<file path="src/rtl/spram_arb_pkg.sv">
// Shared types and constants for the single-port RAM round-robin arbiter.
package spram_arb_pkg;

    typedef enum logic {
        INIT,
        SERVE
    } state_t;

    localparam logic REQ_A = 1'b0;
    localparam logic REQ_B = 1'b1;

    localparam int unsigned STATS_W = 16;

endpackage

</file>
<file path="src/rtl/rr_arbiter2.sv">
// Two-input round-robin arbiter: one-hot combinational grant, tie-break pointer
// advances only on an actual grant.
module rr_arbiter2
    import spram_arb_pkg::*;
(
    input  logic       clk,
    input  logic       rst,
    input  logic       en,
    input  logic [1:0] req,
    output logic [1:0] gnt
);

    // High when B wins a tie, i.e. A was granted most recently.
    logic prio_b_q;

    always_comb begin
        gnt = 2'b00;
        if (en) begin
            if (req[REQ_A] && (!req[REQ_B] || !prio_b_q)) begin
                gnt[REQ_A] = 1'b1;
            end else if (req[REQ_B]) begin
                gnt[REQ_B] = 1'b1;
            end
        end
    end

    always_ff @(posedge clk) begin
        if (rst) begin
            prio_b_q <= 1'b0;
        end else if (gnt[REQ_A]) begin
            prio_b_q <= 1'b1;
        end else if (gnt[REQ_B]) begin
            prio_b_q <= 1'b0;
        end
    end

endmodule

</file>
<file path="src/rtl/spram_rr_arbiter.sv">
// Round-robin arbiter sharing one registered-address single-port RAM between two
// requesters, with optional post-reset zero-fill. SPRAM_ARB_STATS_EN adds grant counters.
module spram_rr_arbiter
    import spram_arb_pkg::*;
#(
    parameter int unsigned ADDR_W         = 6,
    parameter int unsigned DATA_W         = 32,
    parameter int unsigned CLEAR_ON_RESET = 1
) (
    input  logic              clk,
    input  logic              rst,
    input  logic              req_a,
    input  logic              req_b,
    input  logic              we_a,
    input  logic              we_b,
    input  logic [ADDR_W-1:0] addr_a,
    input  logic [ADDR_W-1:0] addr_b,
    input  logic [DATA_W-1:0] wdata_a,
    input  logic [DATA_W-1:0] wdata_b,
    output logic              gnt_a,
    output logic              gnt_b,
    output logic              rvalid_a,
    output logic              rvalid_b,
    output logic [DATA_W-1:0] rdata_a,
    output logic [DATA_W-1:0] rdata_b,
    output logic              ram_we,
    output logic [ADDR_W-1:0] ram_addr,
    output logic [DATA_W-1:0] ram_wdata,
    input  logic [DATA_W-1:0] ram_rdata,
    output logic              init_done
`ifdef SPRAM_ARB_STATS_EN
    ,
    output logic [STATS_W-1:0] gcnt_a,
    output logic [STATS_W-1:0] gcnt_b
`endif
);

    state_t              state_q, state_d;
    logic [ADDR_W-1:0]   init_addr_q, init_addr_d;
    logic [ADDR_W-1:0]   addr_hold_q;
    logic [1:0]          gnt;
    logic [1:0]          rd_pend_q;
    logic [1:0]          rvalid_q;
    logic [DATA_W-1:0]   rdata_a_q, rdata_b_q;

    rr_arbiter2 u_arb (
        .clk (clk),
        .rst (rst),
        .en  ((state_q == SERVE) && !rst),
        .req ({req_b, req_a}),
        .gnt (gnt)
    );

    assign gnt_a     = gnt[REQ_A];
    assign gnt_b     = gnt[REQ_B];
    assign rvalid_a  = rvalid_q[REQ_A];
    assign rvalid_b  = rvalid_q[REQ_B];
    assign rdata_a   = rdata_a_q;
    assign rdata_b   = rdata_b_q;
    assign init_done = (state_q == SERVE) && !rst;

    always_comb begin
        state_d     = state_q;
        init_addr_d = init_addr_q;
        ram_we      = 1'b0;
        ram_addr    = addr_hold_q;
        ram_wdata   = '0;
        case (state_q)
            INIT: begin
                ram_we      = 1'b1;
                ram_addr    = init_addr_q;
                init_addr_d = init_addr_q + {{(ADDR_W-1){1'b0}}, 1'b1};
                if (init_addr_q == {ADDR_W{1'b1}}) begin
                    state_d = SERVE;
                end
            end
            SERVE: begin
                if (gnt[REQ_A]) begin
                    ram_we    = we_a;
                    ram_addr  = addr_a;
                    ram_wdata = wdata_a;
                end else if (gnt[REQ_B]) begin
                    ram_we    = we_b;
                    ram_addr  = addr_b;
                    ram_wdata = wdata_b;
                end
            end
            default: state_d = SERVE;
        endcase
        // Reset is synchronous, so quiet the RAM port combinationally while it is held.
        if (rst) begin
            ram_we    = 1'b0;
            ram_addr  = '0;
            ram_wdata = '0;
        end
    end

    always_ff @(posedge clk) begin
        if (rst) begin
            state_q     <= (CLEAR_ON_RESET != 0) ? INIT : SERVE;
            init_addr_q <= '0;
            addr_hold_q <= '0;
            rd_pend_q   <= 2'b00;
            rvalid_q    <= 2'b00;
            rdata_a_q   <= '0;
            rdata_b_q   <= '0;
        end else begin
            state_q     <= state_d;
            init_addr_q <= init_addr_d;
            if ((state_q == INIT) || (gnt != 2'b00)) begin
                addr_hold_q <= ram_addr;
            end
            // Stage 1: read granted; stage 2: RAM data captured and pulsed out.
            rd_pend_q <= gnt & ~{we_b, we_a};
            rvalid_q  <= rd_pend_q;
            if (rd_pend_q[REQ_A]) begin
                rdata_a_q <= ram_rdata;
            end
            if (rd_pend_q[REQ_B]) begin
                rdata_b_q <= ram_rdata;
            end
        end
    end

`ifdef SPRAM_ARB_STATS_EN
    logic [STATS_W-1:0] gcnt_a_q, gcnt_b_q;

    always_ff @(posedge clk) begin
        if (rst) begin
            gcnt_a_q <= '0;
            gcnt_b_q <= '0;
        end else begin
            if (gnt[REQ_A] && (gcnt_a_q != {STATS_W{1'b1}})) begin
                gcnt_a_q <= gcnt_a_q + {{(STATS_W-1){1'b0}}, 1'b1};
            end
            if (gnt[REQ_B] && (gcnt_b_q != {STATS_W{1'b1}})) begin
                gcnt_b_q <= gcnt_b_q + {{(STATS_W-1){1'b0}}, 1'b1};
            end
        end
    end

    assign gcnt_a = gcnt_a_q;
    assign gcnt_b = gcnt_b_q;
`endif

endmodule

</file>
<file path="config.mk">
export PLATFORM = sky130hd
export DESIGN_NAME = spram_rr_arbiter
export DESIGN_NICKNAME = d
export VERILOG_FILES = /design/src/rtl/spram_arb_pkg.sv /design/src/rtl/rr_arbiter2.sv /design/src/rtl/spram_rr_arbiter.sv
export SDC_FILE = /design/constraint.sdc
export NUM_CORES = 1
export LEC_CHECK = 0
export ABC_CLOCK_PERIOD_IN_PS = 2500
export BUFFER_PORTS_ARGS = -buffer_cell sky130_fd_sc_hd__buf_2
export CAP_MARGIN = 25
export CORE_MARGIN = 5
export CORE_UTILIZATION = 43
export CTS_BUF_LIST = sky130_fd_sc_hd__clkbuf_8 sky130_fd_sc_hd__clkbuf_16
export CTS_CLUSTER_SIZE = 20
export DETAILED_ROUTE_END_ITERATION = 10
export PLACE_DENSITY = 0.85
export SLEW_MARGIN = 25
export SYNTH_ARGS = -nofsm -noshare
export SYNTH_HDL_FRONTEND = slang
export SYNTH_HIERARCHICAL = 1
export SYNTH_SLANG_ARGS = --single-unit
export TNS_END_PERCENT = 50
</file>
<file path="constraint.sdc">
create_clock -name clk -period 2.5 [get_ports clk]
set_clock_uncertainty 0.05 [all_clocks]
set_input_delay 0.375 -clock clk [delete_from_list [all_inputs] [get_ports clk]]
set_output_delay 0.375 -clock clk [all_outputs]
set_load 0.02 [all_outputs]
</file>
Word-level counts from Yosys, hierarchy flattened
Cells that the tools add are included.
{"block": "totals", "register_bits": 82, "input_bits": 114, "out_inout_bits": 108, "elab_cells": 41}
{"block": "classes", "addsub": 1, "eq_ne": 1, "muxes": 20, "n_bitwise": 3, "n_reduce_logical": 8}
{"cell": "$mux W32", "count": 4}
{"cell": "$mux W6", "count": 3}
{"cell": "$pmux W6 S2", "count": 1}
{"cell": "$mux W1", "count": 10}
{"cell": "$add A6 B1 Y6 const B", "count": 1}
{"cell": "$eq A6 B6 Y1 const B", "count": 1}
{"cell": "$logic_not A1 Y1", "count": 3}
{"cell": "$and A2 B2 Y2", "count": 1}
{"cell": "$logic_and A1 B1 Y1", "count": 2}
{"cell": "$logic_or A1 B1 Y1", "count": 2}
{"cell": "$mux W2", "count": 1}
{"cell": "$not A2 Y2", "count": 1}
{"cell": "$pmux W1 S2", "count": 1}
{"cell": "$reduce_bool A2 Y1", "count": 1}
{"cell": "$not A1 Y1", "count": 1}

Logic depth before layout (Yosys ltp)
{"block": "logic_depth", "ltp_word": 9, "ltp_mapped": 12, "mapped_depth_nobuf": 7}

By module
Netlist, hierarchy kept.
{"module": "spram_rr_arbiter", "n_inst": 1, "cells_per_inst": 373, "area_per_inst_um2": 3499.6}
{"module": "rr_arbiter2", "n_inst": 1, "cells_per_inst": 8, "area_per_inst_um2": 55.1}

Least setup slack after synthesis
No wires, ideal clock.
{"block": "synth_timing", "path_kind": "input to output", "from": "input port rst", "to": "output port ram_addr[5]", "arrival_ns": 2.740, "required_time_ns": 2.075, "slack_ns": -0.665, "stages": 11, "n_path_buf": 5, "path_cell_list": "buf_6 nand2b_4 buf_6 buf_2 inv_1 nand2_1 a21oi_1 buf_2 buf_2 a211oi_1 o32ai_1"}
{"item": "start: declaration", "line_no": "spram_rr_arbiter.sv:11", "source": "input logic rst,"}
{"item": "$logic_not A1 Y1"}
{"item": "$logic_and A1 B1 Y1"}
{"item": "named net init_done", "line_no": "spram_rr_arbiter.sv:30", "source": "output logic init_done"}
{"item": "$mux W2", "line_no": "rr_arbiter2.sv:18", "source": "if (en) begin"}
{"item": "named net gnt_a", "line_no": "spram_rr_arbiter.sv:20", "source": "output logic gnt_a,"}
{"item": "$mux W6", "line_no": "spram_rr_arbiter.sv:78", "source": "if (gnt[REQ_A]) begin"}
{"item": "$pmux W6 S2", "line_no": "spram_rr_arbiter.sv:68", "source": "case (state_q)"}
{"item": "$mux W6", "line_no": "spram_rr_arbiter.sv:91", "source": "if (rst) begin"}
{"item": "end: declaration", "line_no": "spram_rr_arbiter.sv:27", "source": "output logic [ADDR_W-1:0] ram_addr,"}
The timed path passes the listed nets, and every way through them passes these cells.

Worst setup path after layout
{"block": "layout_timing", "from": "register state_q", "to": "output port ram_addr[5]"}
{"block": "layout_between", "elab_chain_len": 6}
{"item": "start: declaration", "line_no": "spram_rr_arbiter.sv:38", "source": "state_t state_q, state_d;"}
{"item": "start signal: assignment", "line_no": "spram_rr_arbiter.sv:100", "source": "state_q <= (CLEAR_ON_RESET != 0) ? INIT : SERVE;"}
{"item": "start signal: assignment", "line_no": "spram_rr_arbiter.sv:108", "source": "state_q <= state_d;"}
{"item": "$logic_and A1 B1 Y1", "line_no": "spram_rr_arbiter.sv:49", "source": ".en ((state_q == SERVE) && !rst),"}
{"item": "$mux W2", "line_no": "rr_arbiter2.sv:18"}
{"item": "$mux W6", "line_no": "spram_rr_arbiter.sv:82", "source": "end else if (gnt[REQ_B]) begin"}
{"item": "$mux W6", "line_no": "spram_rr_arbiter.sv:78"}
{"item": "$pmux W6 S2 *", "line_no": "spram_rr_arbiter.sv:68"}
{"item": "$mux W6 *", "line_no": "spram_rr_arbiter.sv:91"}
Mark *: on every way between the ends. The rest lies on a longest branch, timed or not.

==> results.json <==
{
  "synth-seq-cells": 82,
  "register_area_um2": 1650,
  "vias_per_cell": 5.13,
  "clk_pin_slew_worst_paths_ns": 0.08,
  "drive_gt1_share_pct": 50.0,
  "synth_area_um2": 3550,
  "worstMarginPinSlew_ns": 0.906,
  "fillers": 687,
  "r2r_slack_ns": 0.86,
  "cp.required_ns": 2.08,
  "power_frac_comb_pct": 6.9,
  "cts-htree-levels": 3,
  "cts_root_buf": "clkbuf_8",
  "run_status": "completed",
  "tns_ns": 0,
  "top_layer": "met4",
  "worst_slack_ns": 0.113,
  "yosysSeqAreaShare_pct": 46.2,
  "min_to": "rd_pend_q[1]",
  "io_buffer_count": 221,
  "hpwlAfterDp_um": 8780,
  "fin_nets": 706,
  "powerDensity_nw_per_um2": 466,
  "dieArea_um2": 10200,
  "multi_input_area_um2": 1900,
  "cap_viol_max_count": 0,
  "whs_path_depth": 2,
  "fin_crit_ns": 2.39,
  "num_rows": 33,
  "coreArea_um2": 8130,
  "clock_latency_ns": 0.34,
  "numCtsBuffers": 9,
  "syn_nets": 496,
  "setup_viol": 0,
  "grt_pass1_wl_um": 17200,
  "synth_cell_type_count": 26,
  "worst-endpoint-arrival_ns": 1.96,
  "clock_path_buffers": 2,
  "wl_met2_um": 5750,
  "max_freq_mhz": 419,
  "ant_nets": 0,
  "die_h_um": 101,
  "place.gp.congestion": 0.975,
  "p_leak_nw": 2.24,
  "pwr-share-seq_pct": 55.5,
  "synth.largest_area_cell": "dfxtp_1",
  "ir_drop_mv": 0.458,
  "placedCellCount": 682,
  "hold_ws_ns": 0.163,
  "dpl_cell_area_um2": 4860,
  "syn2layout_area_growth_pct": 43.5,
  "cts_sinks": 82,
  "swShare_pct": 24.4,
  "grt_max_degree": 90,
  "start_util_pct": 43.7,
  "ys_warn_count": 6,
  "rsz0062_at_grt": "no",
  "grt_pass1_vias": 3657,
  "top_level_ports": 222,
  "ctsHoldBuffers": 0,
  "wire_per_inst_um": 16.2,
  "hold_viol_final": 0,
  "drt_first_pass_iters": 4,
  "pwr-share-clk_pct": 37.6,
  "r2r-end": "addr_hold_q[5]",
  "tritoncts": "built",
  "vias": 3600,
  "slew_headroom_pct": 39.6,
  "final_cell_area_um2": 5100,
  "p_int_mw": 1.80,
  "drt_iter0_markers": 83,
  "synth_area_leaders": "dfxtp_1 46%, mux2i_1 18%, nor2_1 11%",
  "track_usage_pct": 21.1,
  "finalCritPeriodShare_pct": 95.5,
  "die_w_um": 101,
  "grt.overflow.total": 0,
  "endpoint_kind": "primary output",
  "critPathKind": "reg -> out",
  "min-delay-start": "we_b",
  "antenna_found_initial": 1,
  "crit_path_start_kind": "register",
  "drc_errors": 0,
  "synth_top_cell_area_share_pct": 46.2,
  "rr_worst_depth": 8,
  "syn_area_per_cell_um2": 9.33,
  "wirelength_met1_um": 4110,
  "routed_wl_um": 11400,
  "place_ws_ns": 0.166,
  "crit_fanout": 5,
  "final_max_slew_viol_count": 0,
  "met3_length_um": 1200,
  "final_cells": 702,
  "r2r-start": "state_q",
  "syn-instance-count": 381,
  "hold_class": "in -> reg",
  "switchingPower_mw": 0.580
}
## worst max-delay path: stages (launching register included)
cell	delay (ns)
dfxtp_2	0.38
nand2b_4	0.08
inv_6	0.06
nand2_1	0.08
a21oi_4	0.17
buf_4	0.15
nor2b_1	0.04
a211oi_1	0.33
o32ai_2	0.12
buf_2	0.21
## per-stage QoR
step | util [%] | total power, mW
after floorplan | - | 1.40
final | 62.7 | 2.38
after global placement | 59.8 | 1.50
after detailed placement | 59.8 | 1.51
after global routing | 62.7 | 2.48
after CTS | 62.5 | 2.40
## layer usage
| metal | GRT usage [%] | vias to the layer above |
|---|---|---|
| met5 | 0 | - |
| met4 | 9.30 | 0 |
| met3 | 7.61 | 28 |
| met2 | 39.2 | 181 |
| met1 | 20.9 | 1649 |
| li1 | - | 1742 |
## cells in the mapped netlist
cell type / count
buf_6: 3
clkbuf_1: 10
buf_1: 2
nor2b_1: 16
dfxtp_1: 82
nor3b_1: 2
nand2_1: 3
nand2b_1: 6
a31oi_1: 1
mux2i_1: 65
xnor2_1: 1
xor2_1: 3
nor2_1: 102
nand2b_4: 1
nand4b_1: 2
or3_1: 1
o21ai_0: 1
ha_1: 1
o32ai_1: 12
a21oi_1: 5
a22oi_1: 33
buf_2: 19
and3_1: 1
a211oi_1: 6
inv_1: 2
a311oi_1: 1
## power groups by stage
stage	combinational (mW)	sequential (mW)	clock, mW
finish	0.165	1.32	0.893
global route	0.179	1.32	0.985
CTS	0.164	1.32	0.923
detailed placement	0.162	1.35	0
global placement	0.157	1.35	0
floorplan	0.0507	1.35	0
## placed cells by master, fill, tap and decap left out, types with 2 or more instances in the layout
cell      synthesis  layout
a21oi_1           5       3
a211oi_1          6       2
clkbuf_8          0      10
nand2b_1          6       6
inv_6             0       3
nand4b_1          2       2
a21oi_4           0       2
nor2b_2           0       2
mux2i_1          65      65
dfxtp_2           0       3
xor2_1            3       3
o32ai_1          12       6
nor2_2            0      30
o32ai_2           0       6
clkinv_2          0       2
a211oi_2          0       4
nor2_1          102      72
nor2b_1          16      14
a22oi_1          33      33
buf_2            19     220
buf_12            0       2
buf_4             0      11
nand2_1           3       3
nor3b_1           2       2
dfxtp_1          82      79
## final cells by class
class | instances | area share [%]
Antenna cell | 1 | 0.0491
Clock buffer | 10 | 2.70
Clock inverter | 6 | 0.932
Inverter | 2 | 0.245
Multi-Input combinational cell | 263 | 37.2
Sequential cell | 82 | 32.3
Tap cell | 105 | 2.58
Timing Repair Buffer | 233 | 24.0
## how the worst max path moves through the flow
stage                        end  slack (ns)  startpoint
floorplan            ram_addr[0]        0.01         rst
global placement    ram_wdata[8]        0.23         rst
detailed placement   ram_addr[1]        0.17         rst
CTS                  ram_addr[3]        0.05     state_q
global route         ram_addr[0]       0.004     state_q
finish               ram_addr[5]        0.11     state_q
## logic make-up (layout without fill, tap and decap cells)
family | count (synthesis) | count (layout) | synth area share (%)
other | 0 | 1 | 0
DFF | 82 | 82 | 46.2
muxes | 65 | 65 | 18.3
AOI/OAI and AO/OA | 59 | 59 | 12.5
buffers and inverters | 36 | 251 | 5.10
and+or+nand+nor | 134 | 134 | 16.6
adders and majority gates | 1 | 1 | 0.352
xor gates and xnor gates | 4 | 4 | 0.986
## sequential cells by signal (all words and copies together) (netlist names)
signal and flops:
u_arb/prio_b_q 1, rdata_b 32, init_addr_q 6, rvalid_q 2, state_q 1, addr_hold_q 6, rd_pend_q 2, rdata_a 32
## what timing repair did
item / in CTS / in global routing
buffers inserted: 3 / 0
resized for setup: 3 / 4
setup endpoints to repair: 36 / 3
pin swaps: 0 / 1
Power figures use the tool's default switching activity.
